## src/rtl/mips_ctrl_pkg.sv

```systemverilog
// Shared definitions for the multicycle MIPS main controller.
// Holds the controller state encodings, the opcode and funct values
// the controller recognises, the ALUOp codes passed from the sequencer
// to the ALU decoder, and the ALUControl codes driven to the ALU.
// No ports: this file is a package only.
package mips_ctrl_pkg;

    typedef enum logic [3:0] {
        S_FETCH  = 4'd0,
        S_DECODE = 4'd1,
        S_MEMADR = 4'd2,
        S_MEMRD  = 4'd3,
        S_MEMWB  = 4'd4,
        S_MEMWR  = 4'd5,
        S_EXEC   = 4'd6,
        S_ALUWB  = 4'd7,
        S_BRANCH = 4'd8,
        S_ADDIEX = 4'd9,
        S_ADDIWB = 4'd10,
        S_JUMP   = 4'd11
    } state_t;

    localparam logic [5:0] OP_RTYPE = 6'b000000;
    localparam logic [5:0] OP_LW    = 6'b100011;
    localparam logic [5:0] OP_SW    = 6'b101011;
    localparam logic [5:0] OP_BEQ   = 6'b000100;
    localparam logic [5:0] OP_ADDI  = 6'b001000;
    localparam logic [5:0] OP_J     = 6'b000010;

    localparam logic [5:0] FN_ADD = 6'b100000;
    localparam logic [5:0] FN_SUB = 6'b100010;
    localparam logic [5:0] FN_AND = 6'b100100;
    localparam logic [5:0] FN_OR  = 6'b100101;
    localparam logic [5:0] FN_SLT = 6'b101010;

    typedef enum logic [1:0] {
        ALUOP_ADD   = 2'b00,
        ALUOP_SUB   = 2'b01,
        ALUOP_FUNCT = 2'b10
    } alu_op_t;

    localparam logic [2:0] ALU_AND = 3'b000;
    localparam logic [2:0] ALU_OR  = 3'b001;
    localparam logic [2:0] ALU_ADD = 3'b010;
    localparam logic [2:0] ALU_SUB = 3'b110;
    localparam logic [2:0] ALU_SLT = 3'b111;

endpackage

```

## src/rtl/mips_alu_decoder.sv

```systemverilog
// Combinational ALU decoder for the multicycle MIPS controller.
// Ports:
//   alu_op        in   2         operation class chosen by the sequencer
//   funct         in   6         IR[5:0], used only for R-type execution
//   alu_control   out  ALUCTL_W  operation code driven to the ALU
//   funct_illegal out  1         R-type execution with an unknown funct
module mips_alu_decoder
    import mips_ctrl_pkg::*;
#(
    parameter int ALUCTL_W = 3
) (
    input  logic [1:0]          alu_op,
    input  logic [5:0]          funct,
    output logic [ALUCTL_W-1:0] alu_control,
    output logic                funct_illegal
);

    // An unknown funct still gets a harmless add so the instruction can
    // complete; the flag lets the controller report it.
    always_comb begin
        alu_control   = ALUCTL_W'(ALU_ADD);
        funct_illegal = 1'b0;
        case (alu_op)
            ALUOP_SUB: alu_control = ALUCTL_W'(ALU_SUB);
            ALUOP_FUNCT: begin
                case (funct)
                    FN_ADD:  alu_control = ALUCTL_W'(ALU_ADD);
                    FN_SUB:  alu_control = ALUCTL_W'(ALU_SUB);
                    FN_AND:  alu_control = ALUCTL_W'(ALU_AND);
                    FN_OR:   alu_control = ALUCTL_W'(ALU_OR);
                    FN_SLT:  alu_control = ALUCTL_W'(ALU_SLT);
                    default: funct_illegal = 1'b1;
                endcase
            end
            default: alu_control = ALUCTL_W'(ALU_ADD);
        endcase
    end

endmodule

```

## src/rtl/mips_multicycle_ctrl.sv

```systemverilog
// Moore-style main controller for the multicycle MIPS datapath.
// Sequences each instruction through a chain of states and drives the
// datapath mux selects, write enables and ALU control for each state.
// Ports:
//   Clk, Reset          clock and synchronous active-high reset
//   Op, Funct           IR[31:26] and IR[5:0]
//   Zero                ALU zero flag (branch decision)
//   MemReady            memory completes the current access this cycle
//   MemReq, MemWrite    memory access request and store strobe
//   IorD, IRWrite       address select and IR load enable
//   RegDst, MemtoReg    register-file write address / data selects
//   RegWrite            register-file write enable
//   ALUSrcA, ALUSrcB    ALU operand selects
//   PCSrc, PCEn         next-PC select and PC load enable
//   ALUControl          ALU operation
//   InstrDone, Illegal  final-state pulse and unsupported-instruction pulse
//   State               current state, for debug
module mips_multicycle_ctrl
    import mips_ctrl_pkg::*;
#(
    parameter int STATE_W  = 4,
    parameter int ALUCTL_W = 3
) (
    input  logic                Clk,
    input  logic                Reset,
    input  logic [5:0]          Op,
    input  logic [5:0]          Funct,
    input  logic                Zero,
    input  logic                MemReady,
    output logic                MemReq,
    output logic                MemWrite,
    output logic                IorD,
    output logic                IRWrite,
    output logic                RegDst,
    output logic                MemtoReg,
    output logic                RegWrite,
    output logic                ALUSrcA,
    output logic [1:0]          ALUSrcB,
    output logic [1:0]          PCSrc,
    output logic                PCEn,
    output logic [ALUCTL_W-1:0] ALUControl,
    output logic                InstrDone,
    output logic                Illegal,
    output logic [STATE_W-1:0]  State
);

    state_t  state_q, state_d;
    alu_op_t alu_op;
    logic    pc_write;
    logic    branch;
    logic    decode_illegal;
    logic    funct_illegal;

    mips_alu_decoder #(
        .ALUCTL_W (ALUCTL_W)
    ) u_alu_decoder (
        .alu_op        (alu_op),
        .funct         (Funct),
        .alu_control   (ALUControl),
        .funct_illegal (funct_illegal)
    );

    always_ff @(posedge Clk) begin
        if (Reset) begin
            state_q <= S_FETCH;
        end else begin
            state_q <= state_d;
        end
    end

    // Memory-facing states hold until MemReady; everything else advances
    // every cycle. Unused encodings fall back to FETCH.
    always_comb begin
        state_d        = state_q;
        MemReq         = 1'b0;
        MemWrite       = 1'b0;
        IorD           = 1'b0;
        IRWrite        = 1'b0;
        RegDst         = 1'b0;
        MemtoReg       = 1'b0;
        RegWrite       = 1'b0;
        ALUSrcA        = 1'b0;
        ALUSrcB        = 2'b00;
        PCSrc          = 2'b00;
        InstrDone      = 1'b0;
        pc_write       = 1'b0;
        branch         = 1'b0;
        alu_op         = ALUOP_ADD;
        decode_illegal = 1'b0;
        case (state_q)
            S_FETCH: begin
                MemReq   = 1'b1;
                ALUSrcB  = 2'b01;
                IRWrite  = MemReady;
                pc_write = MemReady;
                if (MemReady) begin
                    state_d = S_DECODE;
                end
            end
            S_DECODE: begin
                ALUSrcB = 2'b11;
                case (Op)
                    OP_LW, OP_SW: state_d = S_MEMADR;
                    OP_RTYPE:     state_d = S_EXEC;
                    OP_BEQ:       state_d = S_BRANCH;
                    OP_ADDI:      state_d = S_ADDIEX;
                    OP_J:         state_d = S_JUMP;
                    default: begin
                        state_d        = S_FETCH;
                        decode_illegal = 1'b1;
                        InstrDone      = 1'b1;
                    end
                endcase
            end
            S_MEMADR: begin
                ALUSrcA = 1'b1;
                ALUSrcB = 2'b10;
                state_d = (Op == OP_SW) ? S_MEMWR : S_MEMRD;
            end
            S_MEMRD: begin
                MemReq = 1'b1;
                IorD   = 1'b1;
                if (MemReady) begin
                    state_d = S_MEMWB;
                end
            end
            S_MEMWB: begin
                MemtoReg  = 1'b1;
                RegWrite  = 1'b1;
                InstrDone = 1'b1;
                state_d   = S_FETCH;
            end
            S_MEMWR: begin
                MemReq    = 1'b1;
                IorD      = 1'b1;
                MemWrite  = 1'b1;
                InstrDone = MemReady;
                if (MemReady) begin
                    state_d = S_FETCH;
                end
            end
            S_EXEC: begin
                ALUSrcA = 1'b1;
                alu_op  = ALUOP_FUNCT;
                state_d = S_ALUWB;
            end
            S_ALUWB: begin
                RegDst    = 1'b1;
                RegWrite  = 1'b1;
                InstrDone = 1'b1;
                state_d   = S_FETCH;
            end
            S_BRANCH: begin
                ALUSrcA   = 1'b1;
                alu_op    = ALUOP_SUB;
                PCSrc     = 2'b01;
                branch    = 1'b1;
                InstrDone = 1'b1;
                state_d   = S_FETCH;
            end
            S_ADDIEX: begin
                ALUSrcA = 1'b1;
                ALUSrcB = 2'b10;
                state_d = S_ADDIWB;
            end
            S_ADDIWB: begin
                RegWrite  = 1'b1;
                InstrDone = 1'b1;
                state_d   = S_FETCH;
            end
            S_JUMP: begin
                PCSrc     = 2'b10;
                pc_write  = 1'b1;
                InstrDone = 1'b1;
                state_d   = S_FETCH;
            end
            default: state_d = S_FETCH;
        endcase
    end

    // A taken branch loads the PC only when the compare result is zero.
    assign PCEn    = pc_write | (branch & Zero);
    assign Illegal = decode_illegal | ((state_q == S_EXEC) & funct_illegal);
    assign State   = STATE_W'(state_q);

endmodule

```

## config.mk

```make
export PLATFORM = sky130hd
export DESIGN_NAME = mips_multicycle_ctrl
export DESIGN_NICKNAME = d
export VERILOG_FILES = /design/src/rtl/mips_ctrl_pkg.sv /design/src/rtl/mips_alu_decoder.sv /design/src/rtl/mips_multicycle_ctrl.sv
export SDC_FILE = /design/constraint.sdc
export NUM_CORES = 1
export LEC_CHECK = 0
export BUFFER_PORTS_ARGS = -buffer_cell sky130_fd_sc_hd__buf_2
export CAP_MARGIN = 20
export CORE_MARGIN = 2
export CORE_UTILIZATION = 46
export DETAILED_ROUTE_END_ITERATION = 10
export HOLD_SLACK_MARGIN = 0.05
export PLACE_DENSITY_LB_ADDON = 0.1
export SYNTH_ARGS = -nofsm -noshare
export SYNTH_HDL_FRONTEND = slang
export SYNTH_SLANG_ARGS = --single-unit
```

## constraint.sdc

```tcl
create_clock -name Clk -period 2.48 [get_ports Clk]
set_input_delay 0.496 -clock Clk [delete_from_list [all_inputs] [get_ports Clk]]
set_output_delay 0.496 -clock Clk [all_outputs]
set_load 0.05 [all_outputs]
```

==> metrics <==
CP startpoint kind register; most common cell after layout, fill and taps aside buf_2; Yosys warnings 0; simple-gate share of the synthesized area 46.69%; status finished clean; CTS H-tree depth 1; Hold Path Class in -> reg; # clock sinks 4; Compound-Gate Fraction of Synth Area 23.15%; Syn Std Cell Area 643.1 um2; initial cell density of the core 49.42%; worst slack at placement 0.2959 ns; fraction of registers with async set/reset 0%; Post-Syn Nets 119; CTS tree built; clk buf depth 2; Tmin final 2.372 ns; Die Height 41.39 um; first-pass GRT wire length 2.677 mm; Final setup viols 0; total grt overflow 0; number of global-route vias before repair 632; I/O Buffers 37; Tot Pwr 264.5 uW; Gate Count Post-Synth 100; Clock Pin Slew Worst Setup and Hold Paths 0.04 ns; syn avg cell area 6.431 um2; share of cells above drive strength 1 41.61%; relative slew slack 74.25%; Yosys reg bits 4; largest family of logic cells by synthesized area simple AND/OR/NAND/NOR gates; worst vdd ir 0.3919 mV; Sw Share 40.35%; crit path kind reg -> out; post-synthesis adder-cell area fraction 5.837%; final worst path period share 95.66%; clk_lat worst skew 0.24 ns; Worst EP arrival 1.88 ns; Layout Utilization 70.29%; fmax 421.5 MHz; Comb power frac 39.6%; sequential area share after synthesis 12.45%; DR iter-0 viols 23; Final Wtd Congestion 0.8644; internal power 157.8 uW; RSZ-0062 raised after global routing false; clk root buf clkbuf_4; # nets final 157; PD cells 289.2 mW/mm2; Most used DFF post-synth dfxtp_1; area of the core 0.001301 mm2; Worst Skew 0.001013 ns; Num CTS Buffers 3; Syn-to-layout area delta 42.22%; Worst-Margin Slew 0.3854 ns; # DRC 0; Post-DP Area 879.6 um2; Fin. Hold Viols 0; crit path max fanout 18; via/cell ratio 5.520; Seq pwr share 26.2%; Die W 41.39 um; Clk pwr share 34.1%; design area 914.6 um2; drt first pass iters 4; die footprint 0.001713 mm2; largest net degree at the start of global routing 19; I/O pin count 38; DP HPWL 1.431 mm; Data required, critical path 1.98 ns; crit end category output pin; Largest register FFs 4; final worst slack 0.1076 ns; Netlist cell types 32; Final Max Slew Viols 0; NetSw 106.7 uW; leakage 0.4000 nW; setup TNS 0 ns; post-route ant nets 0; floorplan row count 13; most frequent cells in the layout 37 x buf_2, 14 x nor2_1, 7 x nor3_1; GR Util All Layers 23.81%; mux cell area share after synthesis 1.556%; post-synthesis xor/xnor area fraction 4.086%; initial antenna violation count 0; overall routed net length 1.781 mm; WL/cell 11.72 um; n_diodes 0; EDFF count, synth 0; Max Cap Viol 0; Via Count 839
power groups by stage:
stage          registers [mW]  clock network (mW)  logic [mW]
2_1_floorplan          0.0713                   0      0.0698
3_3_place_gp           0.0701                   0       0.103
3_5_place_dp           0.0704                   0       0.104
4_1_cts                0.0694              0.0919       0.104
5_1_grt                0.0698              0.0968       0.114
6_report               0.0694              0.0903       0.105
what timing repair did:
item / 4_1_cts / 5_1_grt
endpoints found under the setup margin: 0 / 1
hold buffers: 0 / 0
buffers inserted: 0 / 0
endpoints found under the hold margin: 0 / 0
gates resized for setup: 0 / 2
cells by family (layout without fill, tap and decap cells):
kind of cell,Yosys count,count (layout)
multiplexers,1,1
AO/OA/AOI/OAI,24,24
flip-flops,4,4
adder cells (fa/ha/maj),3,3
buffers and inverters,9,46
AND/OR/NAND/NOR,56,56
XOR/XNOR,3,3
layer usage:
metal	up-vias	share of wire, %	track usage, %
met4	0	0	5.645
met3	0	7.4	7.979
li1	440	-	-
met1	366	45	31.43
met2	33	47	37.11
met5	-	0	0
worst paths after layout:
check,from,to,slack (ns),cells after the start
setup / recovery,State[2]$_SDFFE_PP0P_,ALUControl[2],0.11,7
hold reg to reg,State[3]$_SDFFE_PP0P_,State[0]$_SDFFE_PP0P_,0.53,1
hold / removal,Reset,State[0]$_SDFFE_PP0P_,0.47,2
setup reg to reg,State[0]$_SDFFE_PP0P_,State[2]$_SDFFE_PP0P_,1.14,4
critical path: stages, from the launching register on:
cell	delay, ns
dfxtp_4	0.40
nand2b_4	0.18
nor3_4	0.23
inv_1	0.10
ha_1	0.25
a31oi_2	0.20
nor2b_4	0.06
buf_2	0.21
area by class of cell:
cell class / instances / area (um2)
multi-input cells: 87 / 569.3
inverters: 4 / 15.01
clock buffers: 4 / 26.28
fillers: 131 / 386.6
flip-flops and latches: 4 / 92.59
repair buffers: 38 / 192.7
well taps: 15 / 18.77
synthesized netlist by cell type, types with 2 or more instances:
master / n / share of area [%]
ha_1: 3 / 5.8
o22ai_1: 2 / 1.9
nor2b_1: 5 / 4.9
nand2b_1: 5 / 4.9
a21oi_1: 6 / 4.7
nand2_1: 6 / 3.5
nor3_1: 9 / 7.0
a31oi_1: 3 / 2.9
nand3_1: 4 / 3.1
inv_1: 4 / 2.3
buf_2: 5 / 3.9
dfxtp_1: 4 / 12
nor2_1: 16 / 9.3
o21ai_0: 7 / 5.4
nor3b_1: 3 / 3.5
xor2_1: 2 / 2.7
through the flow:
stage | hold WS, ns | std cells
2_1_floorplan | 0.5576 | 100
6_report | 0.4719 | 152
3_5_place_dp | 0.5274 | 148
3_3_place_gp | 0.5213 | 148
4_1_cts | 0.4710 | 152
5_1_grt | 0.5047 | 152
(Power assumes the default switching activity.)
